<file path="src/rtl/calc_pkg.sv">
// Shared opcodes and FSM state encoding for the calculator sequencer.
// CALC_SEQ_MUL_EN turns opcode 111 from NOP into MUL.
package calc_pkg;

    localparam logic [2:0] OP_LDI  = 3'b000;
    localparam logic [2:0] OP_ADD  = 3'b001;
    localparam logic [2:0] OP_SUB  = 3'b010;
    localparam logic [2:0] OP_AND  = 3'b011;
    localparam logic [2:0] OP_OR   = 3'b100;
    localparam logic [2:0] OP_XOR  = 3'b101;
    localparam logic [2:0] OP_SLTU = 3'b110;
    localparam logic [2:0] OP_NOP  = 3'b111;
    localparam logic [2:0] OP_MUL  = 3'b111;

    typedef enum logic [1:0] {
        S_IDLE  = 2'd0,
        S_READ  = 2'd1,
        S_EXEC  = 2'd2,
        S_WRITE = 2'd3
    } state_e;

    // True when the opcode produces a write-back and result pulse.
    function automatic logic op_writes(input logic [2:0] op);
`ifdef CALC_SEQ_MUL_EN
        return (op == OP_MUL) || (op != OP_MUL);
`else
        return op != OP_NOP;
`endif
    endfunction

endpackage

</file>
<file path="src/rtl/calc_alu.sv">
// Combinational ALU for the sequencer: result and carry/borrow per opcode.
// With CALC_SEQ_MUL_EN defined, opcode 111 multiplies; otherwise no multiplier exists.
module calc_alu
    import calc_pkg::*;
#(
    parameter int WIDTH = 8
) (
    input  logic [2:0]       op_i,
    input  logic [WIDTH-1:0] a_i,
    input  logic [WIDTH-1:0] b_i,
    input  logic [WIDTH-1:0] imm_i,
    output logic [WIDTH-1:0] result_o,
    output logic             carry_o
);

    logic [WIDTH:0] sum;
    logic [WIDTH:0] diff;

    assign sum  = {1'b0, a_i} + {1'b0, b_i};
    // MSB of the widened difference is the unsigned borrow (A < B).
    assign diff = {1'b0, a_i} - {1'b0, b_i};

`ifdef CALC_SEQ_MUL_EN
    logic [2*WIDTH-1:0] prod;
    assign prod = {{WIDTH{1'b0}}, a_i} * {{WIDTH{1'b0}}, b_i};
`endif

    always_comb begin
        result_o = '0;
        carry_o  = 1'b0;
        case (op_i)
            OP_LDI:  result_o = imm_i;
            OP_ADD: begin
                result_o = sum[WIDTH-1:0];
                carry_o  = sum[WIDTH];
            end
            OP_SUB: begin
                result_o = diff[WIDTH-1:0];
                carry_o  = diff[WIDTH];
            end
            OP_AND:  result_o = a_i & b_i;
            OP_OR:   result_o = a_i | b_i;
            OP_XOR:  result_o = a_i ^ b_i;
            OP_SLTU: result_o = {{(WIDTH-1){1'b0}}, diff[WIDTH]};
            default: begin
`ifdef CALC_SEQ_MUL_EN
                result_o = prod[WIDTH-1:0];
                carry_o  = |prod[2*WIDTH-1:WIDTH];
`endif
            end
        endcase
    end

endmodule

</file>
<file path="src/rtl/calc_sequencer.sv">
// Four-state command sequencer: accept, read register file, execute, write back.
// Opcode 111 is MUL when CALC_SEQ_MUL_EN is defined, otherwise a NOP.
module calc_sequencer
    import calc_pkg::*;
#(
    parameter int WIDTH   = 8,
    parameter int REGBITS = 3
) (
    input  logic               clk,
    input  logic               rst_n,
    input  logic               cmd_valid,
    output logic               cmd_ready,
    input  logic [2:0]         cmd_op,
    input  logic [REGBITS-1:0] cmd_dst,
    input  logic [REGBITS-1:0] cmd_srca,
    input  logic [REGBITS-1:0] cmd_srcb,
    input  logic [WIDTH-1:0]   cmd_imm,
    output logic [REGBITS-1:0] ra1,
    output logic [REGBITS-1:0] ra2,
    input  logic [WIDTH-1:0]   rd1,
    input  logic [WIDTH-1:0]   rd2,
    output logic               regwrite,
    output logic [REGBITS-1:0] wa,
    output logic [WIDTH-1:0]   wd,
    output logic               res_valid,
    output logic [WIDTH-1:0]   res_data,
    output logic               flag_z,
    output logic               flag_c
);

    state_e               state_q, state_d;
    logic [2:0]           op_q;
    logic [REGBITS-1:0]   dst_q, ra1_q, ra2_q, wa_q;
    logic [WIDTH-1:0]     imm_q, opa_q, opb_q, res_q;
    logic                 flag_z_q, flag_c_q;
    logic [WIDTH-1:0]     alu_res;
    logic                 alu_carry;
    logic                 accept;
    logic                 exec_writes;

    calc_alu #(.WIDTH(WIDTH)) u_alu (
        .op_i     (op_q),
        .a_i      (opa_q),
        .b_i      (opb_q),
        .imm_i    (imm_q),
        .result_o (alu_res),
        .carry_o  (alu_carry)
    );

    assign accept      = cmd_valid && cmd_ready;
    assign exec_writes = op_writes(op_q);

    // regwrite decodes straight from state so an async reset kills it at once.
    always_comb begin
        state_d   = state_q;
        cmd_ready = 1'b0;
        regwrite  = 1'b0;
        res_valid = 1'b0;
        case (state_q)
            S_IDLE: begin
                cmd_ready = 1'b1;
                if (cmd_valid) state_d = S_READ;
            end
            S_READ:  state_d = S_EXEC;
            S_EXEC:  state_d = exec_writes ? S_WRITE : S_IDLE;
            S_WRITE: begin
                regwrite  = 1'b1;
                res_valid = 1'b1;
                state_d   = S_IDLE;
            end
            default: state_d = S_IDLE;
        endcase
    end

    always_ff @(posedge clk or negedge rst_n) begin
        if (!rst_n) begin
            state_q  <= S_IDLE;
            op_q     <= '0;
            dst_q    <= '0;
            ra1_q    <= '0;
            ra2_q    <= '0;
            imm_q    <= '0;
            opa_q    <= '0;
            opb_q    <= '0;
            res_q    <= '0;
            wa_q     <= '0;
            flag_z_q <= 1'b0;
            flag_c_q <= 1'b0;
        end else begin
            state_q <= state_d;
            if (accept) begin
                op_q  <= cmd_op;
                dst_q <= cmd_dst;
                ra1_q <= cmd_srca;
                ra2_q <= cmd_srcb;
                imm_q <= cmd_imm;
            end
            if (state_q == S_READ) begin
                opa_q <= rd1;
                opb_q <= rd2;
            end
            if (state_q == S_EXEC && exec_writes) begin
                res_q    <= alu_res;
                wa_q     <= dst_q;
                flag_z_q <= (alu_res == '0);
                flag_c_q <= alu_carry;
            end
        end
    end

    assign ra1      = ra1_q;
    assign ra2      = ra2_q;
    assign wa       = wa_q;
    assign wd       = res_q;
    assign res_data = res_q;
    assign flag_z   = flag_z_q;
    assign flag_c   = flag_c_q;

endmodule

</file>
<file path="config.mk">
export PLATFORM = sky130hd
export DESIGN_NAME = calc_sequencer
export DESIGN_NICKNAME = d
export VERILOG_FILES = /design/src/rtl/calc_pkg.sv /design/src/rtl/calc_alu.sv /design/src/rtl/calc_sequencer.sv
export SDC_FILE = /design/constraint.sdc
export NUM_CORES = 1
export LEC_CHECK = 0
export BUFFER_PORTS_ARGS = -buffer_cell sky130_fd_sc_hd__buf_4
export CAP_MARGIN = 30
export CORE_MARGIN = 2
export CORE_UTILIZATION = 35
export DETAILED_ROUTE_END_ITERATION = 10
export GPL_ROUTABILITY_DRIVEN = 1
export PLACE_DENSITY_LB_ADDON = 0.2
export SLEW_MARGIN = 0
export SYNTH_ARGS = -nofsm -noshare
export SYNTH_HDL_FRONTEND = slang
export SYNTH_SLANG_ARGS = --single-unit
export TNS_END_PERCENT = 1
</file>
<file path="constraint.sdc">
create_clock -name clk -period 2.3 [get_ports clk]
set_input_delay 0.46 -clock clk [delete_from_list [all_inputs] [get_ports clk]]
set_output_delay 0.46 -clock clk [all_outputs]
set_load 0.1 [all_outputs]
</file>
==> results of run 1 <==
-- metal layers --
metal  track usage, %  part of all wire, %
met1             21.6                   45
met2             31.7                   50
met3             2.86                  3.6
met4             4.32                  1.7
met5                0                    0
-- registers in the layout (all words and copies together) (netlist names) --
| name | count |
|---|---|
| wa | 3 |
| opb_q | 8 |
| dst_q | 3 |
| flag_z | 1 |
| flag_c | 1 |
| res_data | 8 |
| ra1 | 3 |
| op_q | 3 |
| state_q | 2 |
| opa_q | 8 |
| ra2 | 3 |
| imm_q | 8 |
-- metrics by stage --
step / setup slack (ns) / std cells
floorplan: 0.00693 / 339
global placement: -0.205 / 540
detailed placement: -0.294 / 540
CTS: -0.0775 / 553
global route: -0.259 / 554
finish: -0.112 / 554
-- final timing paths --
| check | end |
|---|---|
| max in group asynchronous | opa_q[1] |
| worst max register to register | flag_z |
| min in group clk | opa_q[6] |
| worst min register to register | flag_c |
| worst min-delay path | opb_q[2] |
| worst max-delay path | flag_z |
-- placed cells by master (no fill, tap or decap), types with 2 or more instances in the layout --
master     Yosys  final
ha_1          25     23
nor2_1        15     14
o2111ai_1      2      2
nor2b_1       10      8
nand2b_1       7      7
nand2_1       34     34
inv_2          0      2
clkbuf_8       0      6
and2_1         3      3
nand4_1        2      2
a21oi_2        1      2
mux2_2        24     24
a21o_1         4      4
or3_1          2      2
nand3_1        4      3
nor2b_2        0      2
o21ai_1        2      4
o21bai_1       3      3
fa_2           0      2
buf_4          9    120
dfrtp_1       51     50
o22ai_1        3      3
a21oi_1       14     13
mux2i_1        6      6
a211oi_2       0      2
o211ai_1       3      3
o21ai_0       30     28
nor3b_1        2      2
a31oi_1        3      2
inv_1         30     28
-- cell type report --
cell class                      instances  area, sq um
Inverter                               30          113
Tap cell                              111          139
Timing Repair Buffer                  122          932
Multi-Input combinational cell        232         1800
Clock inverter                          2         16.3
Sequential cell                        51         1280
Clock buffer                            6         82.6
Fill cell                             897         4750
-- kinds of logic (layout without fill, tap and decap cells) --
family	Yosys count	in the layout	synth area share (%)
simple gates	87	87	13.4
compound gates	85	85	17.0
buf+inv	56	160	8.06
flops	51	51	39.5
mux	31	31	10.6
fa+ha+maj	27	27	10.9
xor+xnor	2	2	0.542
-- worst max-delay path, stage by stage (launching register included) --
cell and delay, ns:
dfrtp_1 0.40, buf_4 0.14, ha_2 0.18, buf_4 0.13
buf_4 0.13, a21oi_1 0.15, o22ai_1 0.15, or3_1 0.35
a21oi_2 0.17, a221o_1 0.17, a21oi_1 0.08, a32o_1 0.25
-- repair_timing --
item	in CTS	in global routing
pin swaps	13	5
resized for setup	19	4
buffers inserted	5	1
setup endpoints to repair	4	8
hold endpoints to repair	0	0
==> flow_summary_export.csv, run 1 <==
group,metric,value,unit
place,post_dp_cell_area,4120,sq um
setup_path,cp-start-kind,"flip-flop",
logic_synthesis,synth-seq-cells,51,
clocking,worstSkewPairLatency,0.31,ns
setup_path,regToRegSetupSlack,-0.11,ns
drt,viasPerCell,4.95,
outcome,violations,"negative setup slack",
drt,drc,0,
place,gp_congestion,0.800,
setup_path,ff2ff_path_depth,11,
die,die_h,100,microns
die,core_area,9110,sq um
drt,ant_nets,0,
clocking,cts_buffers,5,
sta,setup_viol,5,
place,hpwl,6.23,mm
clocking,cts_tree,"built",
cells_and_area,nets,508,
logic_synthesis,syn_nets,405,
sta,slew-limit-headroom,56.5,%
logic_synthesis,seq_area_frac_synth,39.5,%
clocking,cts_hold_buf,0,
place,portBuffers,68,
die,die_w,100,microns
setup_path,end_kind,"flip-flop",
worst_hold_path,min_path_type,"input port to async pin",
logic_synthesis,netlist_area,3230,sq um
global_route,overflow,0,
die,start_util,35.5,%
cells_and_area,fin_util,47.8,%
logic_synthesis,synth_edf_count,0,
outcome,outcome,"complete, but fails checks",
setup_path,required,2.50,ns
logic_synthesis,avgSynthCellArea,9.53,sq um
die,die-area,10000,sq um
sta,finalSetupTns,-0.330,ns
sta,fin_crit,2.41,ns
sta,timing.hold.ws,0.174,ns
setup_path,timing.rr.start,"opa_q[0]",
logic_synthesis,syn_inst,339,
setup_path,worstPathArrival,2.61,ns
logic_synthesis,yosys_warnings,0,
drt,postRouteWirelength,8.24,mm
die,io_pins,69,
sta,finalMaxSlewViolations,0,
run,maxCapViolCount,0,
clocking,htreeDepth,2,
drt,dr.first_iter.drc_count,78,
sta,setup_ws,-0.112,ns
logic_synthesis,synth_most_common_cell,"dfrtp_1",
logic_synthesis,ys.flop_type,"dfrtp_1",
sta,rsz0062_at_grt,"true",
sta,fin_crit_sh,105,%
global_route,gr-usage-all-layers,17.5,%
clocking,clk_pin_slew,0.10,ns
cells_and_area,synthToLayoutAreaGrowth,34.8,%
sta,fmax,415,MHz
logic_synthesis,synth-async-reset-ratio,100,%
drt,drt_pass1_iterations,4,
sta,hold_viol,0,
drt,via_count,2743,
sta,fin_skew,0.00741,ns
sta,tightest_slew,0.653,ns
logic_synthesis,synthTopCellsByArea,"dfrtp_1, ha_1, mux2_2",
drt,post_drt_wl_per_cell,14.9,microns
logic_synthesis,yosysTopAreaCellShare,39.5,%
setup_path,startpoint,"opa_q[0]",
global_route,grt_pass1_vias,2878,
global_route,grt_pass1_wl,13.9,mm
cells_and_area,drive_gt1_share,40.6,%
logic_synthesis,synth_cell_types,57,
clocking,clock-sinks,51,
clocking,root_buffer,"clkbuf_8",
logic_synthesis,yosysTopAreaCell,"dfrtp_1",
cells_and_area,num_antenna_cells,0,
global_route,grt_max_degree,52,
logic_synthesis,synth_top_cells_by_count,"dfrtp_1, nand2_1, inv_1, o21ai_0, ha_1",
clocking,clock_path_buffers,2,
setup_path,path_class,"flip-flop to flip-flop",
cells_and_area,final_area,4360,sq um
die,rows,35,
global_route,antenna_found_initial,0,
setup_path,critical_path.max_fanout,3,
Power of run 1 is left out: the tool's default activity adds up to more than one toggle a clock period on the data nets, which glitch-free logic cannot reach.
==> run 2: changes to the inputs <==
==> constraint.sdc (replaced) <==
create_clock -name clk -period 2.1 [get_ports clk]
set_input_delay 0.42 -clock clk [delete_from_list [all_inputs] [get_ports clk]]
set_output_delay 0.42 -clock clk [all_outputs]
set_load 0.1 [all_outputs]
==> flow_summary_export.csv, run 2 (synthesis gave the netlist of run 1 again) <==
group,metric,value,unit
outcome,outcome,"complete, but fails checks",
outcome,violations,"negative setup slack",
place,hpwl,6.28,mm
setup_path,critical_path.max_fanout,2,
drt,drc,0,
setup_path,max_stage_delay,0.41,ns
cells_and_area,mostFrequentLayoutCells,"buf_4, dfrtp_1, nand2_1",
place,gp_congestion,0.937,
sta,rsz0062_at_grt,"true",
cells_and_area,fin_util,49.8,%
drt,dr.first_iter.drc_count,113,
drt,ant_nets,0,
die,io_pins,69,
drt,post_drt_wl_per_cell,15.0,microns
die,die_w,100,microns
worst_hold_path,min_path_type,"input port to async pin",
die,die_h,100,microns
place,dp_slack,-0.380,ns
setup_path,cp_cell_sequence,"inv_2, ha_1, inv_1, fa_2, buf_4, xnor2_1, a211oi_1, o211ai_1, a21oi_1, nand4_1, nor4_2, a32o_1",
sta,setup_ws,-0.244,ns
run,maxCapViolCount,0,
drt,viasPerCell,5.02,
global_route,overflow,0,
cells_and_area,layout_commonest_cell,"buf_4",
setup_path,cp-start-kind,"flip-flop",
setup_path,path_class,"flip-flop to flip-flop",
sta,fin_skew,0.00570,ns
die,core_area,9110,sq um
die,start_util,35.5,%
sta,fin_crit_sh,112,%
drt,via_count,2835,
cells_and_area,num_antenna_cells,0,
place,portBuffers,68,
sta,finalMaxSlewViolations,0,
sta,hold_viol,0,
die,die-area,10000,sq um
clocking,clk_pin_slew,0.10,ns
clocking,root_buffer,"clkbuf_8",
global_route,grt_pass1_vias,2872,
clocking,htreeDepth,2,
clocking,cts_buffers,5,
clocking,clock-sinks,51,
drt,postRouteWirelength,8.50,mm
sta,tightest_slew,0.656,ns
setup_path,end_kind,"flip-flop",
cells_and_area,drive_gt1_share,45.2,%
sta,fin_crit,2.34,ns
die,rows,35,
sta,fmax,427,MHz
global_route,grt_pass1_wl,14.1,mm
cells_and_area,nets,519,
global_route,grt_max_degree,52,
cells_and_area,synthToLayoutAreaGrowth,40.5,%
setup_path,required,2.36,ns
setup_path,crit_slowest_cell,"dfrtp_1",
sta,slew-limit-headroom,56.3,%
global_route,antenna_found_initial,0,
clocking,cts_hold_buf,0,
drt,drt_pass1_iterations,4,
setup_path,worstPathArrival,2.61,ns
clocking,worstSkewPairLatency,0.32,ns
clocking,clock_path_buffers,2,
global_route,gr-usage-all-layers,17.9,%
clocking,cts_tree,"built",
sta,setup_viol,7,
==> run 2: changes by cell type in the layout (fill, tap and decap cells not counted), moves of 2 or more <==
cell	previous run	this run
ha_4	1	3
inv_1	28	25
buf_4	120	130
a21oi_2	2	4
a21oi_1	13	10
o21ai_2	1	3
ha_1	23	20
inv_2	2	5
==> run 2: timing repair <==
item | 4_1_cts | 5_1_grt
resized for setup | 23 | 13
endpoints found under the hold margin | 0 | 0
pin swaps | 11 | 3
endpoints found under the setup margin | 8 | 9
setup buffers | 4 | 0
gates cloned | 0 | 0
==> run 2: layout make-up <==
class                   instances  area [sq um]
repair buffers                133          1030
inverters                      30           113
well taps                     111           139
flip-flops and latches         51          1280
fillers                       894          4570
clock inverters                 2          16.3
clock buffers                   6          82.6
multi-input cells             232          1880
==> run 2: worst paths after layout <==
kind / depth (start not counted) / startpoint / slack, ns / endpoint
worst max register to register: 12 / opa_q[0] / -0.24 / flag_z
worst min-delay path: 1 / rst_n / 0.12 / opb_q[1]
max in group asynchronous: 1 / rst_n / 1.52 / opa_q[1]
min in group clk: 3 / rd1[2] / 0.30 / opa_q[2]
worst max-delay path: 12 / opa_q[0] / -0.24 / flag_z
worst min register to register: 1 / imm_q[4] / 0.51 / imm_q[4]
==> run 2: metrics by stage <==
step	TNS [ns]	instance area (sq um)	std cells	hold slack, ns
2_1_floorplan	-0.165	3260	339	0.124
3_3_place_gp	-1.23	4250	553	0.486
3_5_place_dp	-1.57	4250	553	0.483
4_1_cts	-1.14	4480	565	0.147
5_1_grt	-2.27	4540	565	0.174
6_report	-1.04	4540	565	0.120
==> run 2: per-layer routing <==
metal / up-vias / GRT usage (%) / share of wire, %
met1: 1353 / 23.4 / 43
met2: 81 / 31.2 / 50
met4: 0 / 4.43 / 1.0
met5: - / 0 / 0
met3: 8 / 2.51 / 5.4
li1: 1393 / - / -
==> run 2: critical path, delay by kind of cell, from the launching register on <==
| kind | cells | cell delay (ns) |
|---|---|---|
| flops | 1 | 0.41 |
| compound gates | 4 | 0.67 |
| buf+inv | 3 | 0.25 |
| fa+ha+maj | 2 | 0.46 |
| simple gates | 2 | 0.37 |
| xor+xnor | 1 | 0.13 |
Power of run 2 is left out for the same reason.
